## config.mk

```make
export PLATFORM = sky130hd
export DESIGN_NAME = ofdm_cp_adder_flat
export DESIGN_NICKNAME = d
export VERILOG_FILES = /design/src/rtl/ofdm_cp_adder_if.sv /design/src/rtl/ofdm_cp_adder.sv /design/src/flat_wrapper.sv
export SDC_FILE = /design/constraint.sdc
export NUM_CORES = 2
export LEC_CHECK = 0
export BUFFER_PORTS_ARGS = -buffer_cell sky130_fd_sc_hd__buf_2
export CAP_MARGIN = 20
export CORE_MARGIN = 2
export CORE_UTILIZATION = 55
export CTS_CLUSTER_DIAMETER = 60
export DETAILED_ROUTE_END_ITERATION = 10
export GPL_TIMING_DRIVEN = 0
export PLACE_DENSITY = 0.71
export REMOVE_ABC_BUFFERS = 1
export SYNTH_ARGS = -nofsm -noshare
export SYNTH_HDL_FRONTEND = slang
export SYNTH_SLANG_ARGS = --single-unit
```

## constraint.sdc

```tcl
create_clock -name clk -period 7.9 [get_ports clk]
set_clock_uncertainty 0.1 [all_clocks]
set_input_delay 1.58 -clock clk [delete_from_list [all_inputs] [get_ports clk]]
set_output_delay 1.58 -clock clk [all_outputs]
set_load 0.005 [all_outputs]
```

## src/rtl/ofdm_cp_adder_if.sv

```systemverilog
// Avalon-ST style streaming bundle: data word with sop/eop framing and valid/ready handshake.
// The source drives through master; the sink receives through slave.
interface ofdm_cp_adder_if #(
  parameter int unsigned Width = 28
) ();
  logic [Width-1:0] data;
  logic             valid;
  logic             sop;
  logic             eop;
  logic             ready;

  modport master (output data, valid, sop, eop, input ready);
  modport slave  (input data, valid, sop, eop, output ready);
endinterface

```

## src/rtl/ofdm_cp_adder.sv

```systemverilog
// Cyclic-prefix inserter: ping-pong buffers NFFT-sample symbols and replays the last CP_LEN
// samples ahead of each full symbol on a registered Avalon-ST source.
module ofdm_cp_adder #(
  parameter int unsigned DATA_W = 14,
  parameter int unsigned NFFT   = 64,
  parameter int unsigned CP_LEN = 16
) (
  input  logic                   clk,
  input  logic                   reset,
  ofdm_cp_adder_if.slave         asi,
  ofdm_cp_adder_if.master        aso,
  output logic                   err_frame,
  output logic [15:0]            sym_count
);
  localparam int unsigned IdxW = $clog2(NFFT);
  localparam int unsigned SmpW = 2 * DATA_W;
  localparam logic [IdxW-1:0] LastIdx = IdxW'(NFFT - 1);
  localparam logic [IdxW-1:0] CpStart = IdxW'(NFFT - CP_LEN);

  typedef enum logic {WrHunt, WrFill} wr_state_e;
  typedef enum logic [1:0] {RdIdle, RdCp, RdBody} rd_state_e;

  logic [SmpW-1:0] mem_q [2*NFFT];
  logic [1:0]      full_q, full_d;

  // Writer
  wr_state_e       wr_state_q, wr_state_d;
  logic            wb_q, wb_d;
  logic [IdxW-1:0] wi_q, wi_d;
  logic [IdxW-1:0] wr_idx;
  logic            sink_xfer, wr_en, set_full, err_d;

  // Reader and output register
  rd_state_e       rd_state_q, rd_state_d;
  logic            rb_q, rb_d;
  logic [IdxW-1:0] ri_q, ri_d;
  logic            fetch, fetch_sop, fetch_eop, other_full, src_xfer, clr_full;
  logic [SmpW-1:0] out_data_q;
  logic            out_valid_q, out_sop_q, out_eop_q, out_bank_q;

  // ---------------- writer ----------------
  always_ff @(posedge clk or posedge reset) begin
    if (reset) begin
      wr_state_q <= WrHunt;
      wb_q       <= 1'b0;
      wi_q       <= '0;
      err_frame  <= 1'b0;
    end else begin
      wr_state_q <= wr_state_d;
      wb_q       <= wb_d;
      wi_q       <= wi_d;
      err_frame  <= err_d;
    end
  end

  always_comb begin
    wr_state_d = wr_state_q;
    wb_d       = wb_q;
    wi_d       = wi_q;
    wr_en      = 1'b0;
    wr_idx     = wi_q;
    set_full   = 1'b0;
    err_d      = 1'b0;
    unique case (wr_state_q)
      WrHunt: begin
        if (sink_xfer && asi.sop) begin
          wr_en      = 1'b1;
          wr_idx     = '0;
          wi_d       = IdxW'(1);
          wr_state_d = WrFill;
        end
      end
      WrFill: begin
        if (sink_xfer) begin
          wr_en = 1'b1;
          if (asi.sop) begin
            // Early sop restarts the same bank; the partial symbol is lost.
            err_d  = 1'b1;
            wr_idx = '0;
            wi_d   = IdxW'(1);
          end else if (wi_q == LastIdx) begin
            set_full   = 1'b1;
            wb_d       = ~wb_q;
            wi_d       = '0;
            wr_state_d = WrHunt;
          end else begin
            wi_d = wi_q + 1'b1;
          end
        end
      end
      default: wr_state_d = WrHunt;
    endcase
  end

  always_comb begin
    asi.ready = !reset && !full_q[wb_q];
    sink_xfer = asi.valid && asi.ready;
  end

  always_ff @(posedge clk) begin
    if (wr_en) begin
      mem_q[{wb_q, wr_idx}] <= asi.data;
    end
  end

  // ---------------- bank flags ----------------
  always_comb begin
    full_d = full_q;
    if (set_full) full_d[wb_q] = 1'b1;
    if (clr_full) full_d[out_bank_q] = 1'b0;
  end

  always_ff @(posedge clk or posedge reset) begin
    if (reset) begin
      full_q <= 2'b00;
    end else begin
      full_q <= full_d;
    end
  end

  // ---------------- reader ----------------
  always_ff @(posedge clk or posedge reset) begin
    if (reset) begin
      rd_state_q <= RdIdle;
      rb_q       <= 1'b0;
      ri_q       <= '0;
    end else begin
      rd_state_q <= rd_state_d;
      rb_q       <= rb_d;
      ri_q       <= ri_d;
    end
  end

  // Look through a same-cycle fill so back-to-back symbols chain without a bubble.
  assign other_full = full_q[~rb_q] || (set_full && (wb_q == ~rb_q));

  always_comb begin
    rd_state_d = rd_state_q;
    rb_d       = rb_q;
    ri_d       = ri_q;
    unique case (rd_state_q)
      RdIdle: begin
        if (full_q[rb_q]) begin
          rd_state_d = RdCp;
          ri_d       = CpStart;
        end
      end
      RdCp: begin
        if (fetch) begin
          if (ri_q == LastIdx) begin
            rd_state_d = RdBody;
            ri_d       = '0;
          end else begin
            ri_d = ri_q + 1'b1;
          end
        end
      end
      RdBody: begin
        if (fetch) begin
          if (ri_q == LastIdx) begin
            rb_d = ~rb_q;
            if (other_full) begin
              rd_state_d = RdCp;
              ri_d       = CpStart;
            end else begin
              rd_state_d = RdIdle;
              ri_d       = '0;
            end
          end else begin
            ri_d = ri_q + 1'b1;
          end
        end
      end
      default: rd_state_d = RdIdle;
    endcase
  end

  always_comb begin
    fetch     = (rd_state_q != RdIdle) && (!out_valid_q || aso.ready);
    fetch_sop = (rd_state_q == RdCp) && (ri_q == CpStart);
    fetch_eop = (rd_state_q == RdBody) && (ri_q == LastIdx);
    src_xfer  = out_valid_q && aso.ready;
    // The bank is released only once its final word has actually left.
    clr_full  = src_xfer && out_eop_q;
  end

  // ---------------- output register ----------------
  always_ff @(posedge clk or posedge reset) begin
    if (reset) begin
      out_valid_q <= 1'b0;
      out_data_q  <= '0;
      out_sop_q   <= 1'b0;
      out_eop_q   <= 1'b0;
      out_bank_q  <= 1'b0;
    end else if (fetch) begin
      out_valid_q <= 1'b1;
      out_data_q  <= mem_q[{rb_q, ri_q}];
      out_sop_q   <= fetch_sop;
      out_eop_q   <= fetch_eop;
      out_bank_q  <= rb_q;
    end else if (aso.ready) begin
      out_valid_q <= 1'b0;
    end
  end

  always_ff @(posedge clk or posedge reset) begin
    if (reset) begin
      sym_count <= '0;
    end else if (clr_full) begin
      sym_count <= sym_count + 16'd1;
    end
  end

  always_comb begin
    aso.valid = out_valid_q;
    aso.data  = out_data_q;
    aso.sop   = out_sop_q;
    aso.eop   = out_eop_q;
  end
endmodule

```

## src/flat_wrapper.sv

```systemverilog
// flat-port wrapper written by rule: the top's interface ports become plain ports
module ofdm_cp_adder_flat 
#(
  parameter int unsigned DATA_W = 14,
  parameter int unsigned NFFT   = 64,
  parameter int unsigned CP_LEN = 16
)
  (clk, reset, err_frame, sym_count, asi_data, asi_valid, asi_sop, asi_eop, asi_ready, aso_data, aso_valid, aso_sop, aso_eop, aso_ready);
  ofdm_cp_adder_if #(.Width((2 * (14)))) asi_i ();
  ofdm_cp_adder_if #(.Width((2 * (14)))) aso_i ();
  input  logic clk;
  input  logic reset;
  output logic err_frame;
  output logic [15:0] sym_count;
  input wire logic [$bits(asi_i.data)-1:0] asi_data;
  input wire logic [$bits(asi_i.valid)-1:0] asi_valid;
  input wire logic [$bits(asi_i.sop)-1:0] asi_sop;
  input wire logic [$bits(asi_i.eop)-1:0] asi_eop;
  output wire logic [$bits(asi_i.ready)-1:0] asi_ready;
  output wire logic [$bits(aso_i.data)-1:0] aso_data;
  output wire logic [$bits(aso_i.valid)-1:0] aso_valid;
  output wire logic [$bits(aso_i.sop)-1:0] aso_sop;
  output wire logic [$bits(aso_i.eop)-1:0] aso_eop;
  input wire logic [$bits(aso_i.ready)-1:0] aso_ready;
  assign asi_i.data = asi_data;
  assign asi_i.valid = asi_valid;
  assign asi_i.sop = asi_sop;
  assign asi_i.eop = asi_eop;
  assign asi_ready = asi_i.ready;
  assign aso_data = aso_i.data;
  assign aso_valid = aso_i.valid;
  assign aso_sop = aso_i.sop;
  assign aso_eop = aso_i.eop;
  assign aso_i.ready = aso_ready;
  ofdm_cp_adder #(.DATA_W(DATA_W), .NFFT(NFFT), .CP_LEN(CP_LEN)) u_core (.clk(clk), .reset(reset), .asi(asi_i), .aso(aso_i), .err_frame(err_frame), .sym_count(sym_count));
endmodule
```

==> results.json <==
{
  "status": "finished, final reports clean",
  "peakVddDrop_mv": 0.269,
  "postCtsSetupBuffers": 0,
  "cts_tree": "done",
  "fin_cells": 10700,
  "die_w_um": 510,
  "port_buffers": 81,
  "maxCapViolCount": 0,
  "slowest_delay_ns": 1.04,
  "holdBufCountCts": 0,
  "finalPower_mw": 38.3,
  "nets": 7087,
  "hold_class": "register to register",
  "grt_pass1_vias": 71100,
  "critical_path.max_fanout": 54,
  "cpMostUsedCell": "buf_16",
  "drive_gt1_share_pct": 23.7,
  "min_period_ns": 5.28,
  "crit_type": "register to register",
  "synth_ff_type": "edfxtp_1",
  "worstSetupStartpointType": "register",
  "wl_per_cell_um": 36.0,
  "ys_warn_count": 0,
  "end_kind": "register",
  "htreeDepth": 5,
  "nFillCells": 16200,
  "p_leak_nw": 49.0,
  "layout_commonest_cell": "edfxtp_1",
  "insertion_delay_ns": 1.01,
  "ios": 83,
  "grt_pass1_wl_um": 536000,
  "gp_congestion": 0.872,
  "fp.dieH_um": 510,
  "cts-resized-gates": 0,
  "finalSetupViolCount": 0,
  "drtIter0Drc": 11300,
  "rows": 185,
  "syn-instance-count": 6683,
  "core-area_mm2": 0.254,
  "cts_buffers": 372,
  "clockBufferDepth": 4,
  "fin_area_mm2": 0.162,
  "async_reset_ff_share_pct": 1.86,
  "grt_usage_pct": 29.6,
  "cp_cell_sequence": "buf_16, buf_16, nor2b_4, buf_12, a22oi_1, nand3_1, a41oi_1, a221oi_1, o211ai_1",
  "max_clock_freq_mhz": 189,
  "die-area_mm2": 0.260,
  "root_buffer": "clkbuf_16",
  "ant_nets": 0,
  "synth-seq-area-share_pct": 77.6,
  "dp.cells": 10000,
  "area_growth_pct": 15.0,
  "max_slew.worst_pin.slew_ns": 1.27,
  "yosys_register_bits": 3652,
  "cp_data_required_time_ns": 8.63,
  "final_cell_mix": "edfxtp_1 (3584), mux4_2 (690), mux2i_1 (513)",
  "slew_headroom_pct": 15.2,
  "grt_max_degree": 101,
  "fin_ws_ns": 2.62,
  "drc_errors": 0,
  "avgViaCountPerCell": 6.80,
  "ys_types": 71,
  "slew_violations": 0,
  "arrival_ns": 6.01,
  "power_density_mw_per_mm2": 237,
  "synth_edf_count": 3584,
  "clk_pin_slew_ns": 0.07,
  "overflow": 0,
  "initial_core_util_pct": 55.4,
  "finish.utilization_pct": 63.7,
  "grt_setup_unrepaired": "no",
  "cts.sinks": 3652,
  "totalWireLength_um": 384000,
  "vias": 72600,
  "dp_hpwl_um": 242000,
  "synth.avg_cell_area_um2": 21.1,
  "place_ws_ns": 1.69,
  "netlist_area_mm2": 0.141,
  "antenna_found_initial": 21,
  "placed_area_mm2": 0.151,
  "cp_slowest_cell": "a221oi_1",
  "period_share_pct": 66.8,
  "dr.pass1.iters": 8,
  "finalHoldViolations": 0
}
[worst paths after layout]
| check | start | end | slack [ns] | depth (start not counted) |
|---|---|---|---|---|
| max in group asynchronous | reset | u_core.aso.data[26] | 6.60 | 3 |
| min | u_core.sym_count[15] | u_core.sym_count[15] | 0.37 | 1 |
| max | u_core.ri_q[1] | u_core.aso.data[11] | 2.62 | 9 |
| min reg2reg | u_core.sym_count[15] | u_core.sym_count[15] | 0.37 | 1 |
| max reg2reg | u_core.ri_q[1] | u_core.aso.data[11] | 2.62 | 9 |
| min in group asynchronous | reset | u_core.sym_count[3] | 0.42 | 2 |
[logic make-up after synthesis]
kind of cell    Yosys count  share of synthesized area [%]
fa+ha+maj                 8                         0.0711
mux                    1232                           15.0
xor+xnor                 20                          0.124
compound gates          685                           3.35
buf+inv                 391                           1.58
flops                  3652                           77.6
simple gates            695                           2.21
[area by class of cell]
cell class	instances	area [um^2]	share of cell area, %
clock buffer	459	9790	6.05
inverter	16	73.8	0.0456
timing repair buffer	363	6710	4.14
antenna	12	30.0	0.0185
clock inverter	180	1400	0.865
multi-input combinational	2640	30400	18.7
tap	3366	4210	2.60
sequential	3652	109000	67.5
[worst max-delay path, delay by kind of cell (launching register included)]
| kind | cells | cell delay, ns |
|---|---|---|
| DFF | 1 | 0.98 |
| buffers and inverters | 3 | 0.91 |
| AOI/OAI and AO/OA | 4 | 1.86 |
| and+or+nand+nor | 2 | 1.11 |
[state kept, by name (all words and copies together) (netlist names)]
name,cells
u_core.ri_q,6
u_core.wi_q,6
u_core.err_frame,1
u_core.rd_state_q,2
u_core.rb_q,1
u_core.aso.data,28
u_core.sym_count,16
u_core.out_bank_q,1
u_core.aso.valid,1
u_core.full_q,2
u_core.wr_state_q,1
u_core.mem_q,3584
u_core.wb_q,1
u_core.aso.eop,1
u_core.aso.sop,1
[per-layer routing]
layer	track usage [%]	up-vias	share of wire, %
li1	-	28700	-
met1	40.4	38000	36
met2	45.2	4961	47
met3	6.55	948	11
met4	15.7	14	6.0
met5	0	-	0.022
[where the power goes]
| part | internal (mW) | switching, mW | total, mW |
|---|---|---|---|
| Clock | 9.34 | 7.14 | 16.5 |
| Sequential | 21.3 | 0.0147 | 21.3 |
| Combinational | 0.0866 | 0.441 | 0.528 |
[through the flow]
stage          setup TNS [ns]  hold slack [ns]
2_1_floorplan         -982.67            0.341
3_3_place_gp         -9089.73            0.357
3_5_place_dp                0            0.359
4_1_cts                     0            0.371
5_1_grt                     0            0.405
6_report                    0            0.369
[synthesized netlist by cell type, types with 11 or more instances]
cell,count,area (um^2)
a2111oi_0,20,175
a211o_1,17,149
a211oi_1,45,338
a21oi_1,112,561
a221oi_1,30,263
a22o_1,28,245
a22oi_1,99,743
a31oi_1,20,125
and2_1,12,75.1
buf_1,26,97.6
buf_2,95,475
buf_4,87,653
buf_6,35,394
clkbuf_1,128,480
dfrtp_1,68,1700
edfxtp_1,3584,108000
inv_1,14,52.6
mux2_2,17,191
mux2i_1,513,5130
mux4_1,12,315
mux4_2,690,15500
nand2_1,209,785
nand3_1,91,455
nand4_1,25,156
nor2_1,241,905
nor2b_1,39,244
nor3_1,24,120
o211ai_1,11,82.6
o21ai_0,94,470
o221ai_1,30,263
o22ai_1,109,682
xnor2_1,15,131
No activity file was read; power rests on OpenSTA's default activity.
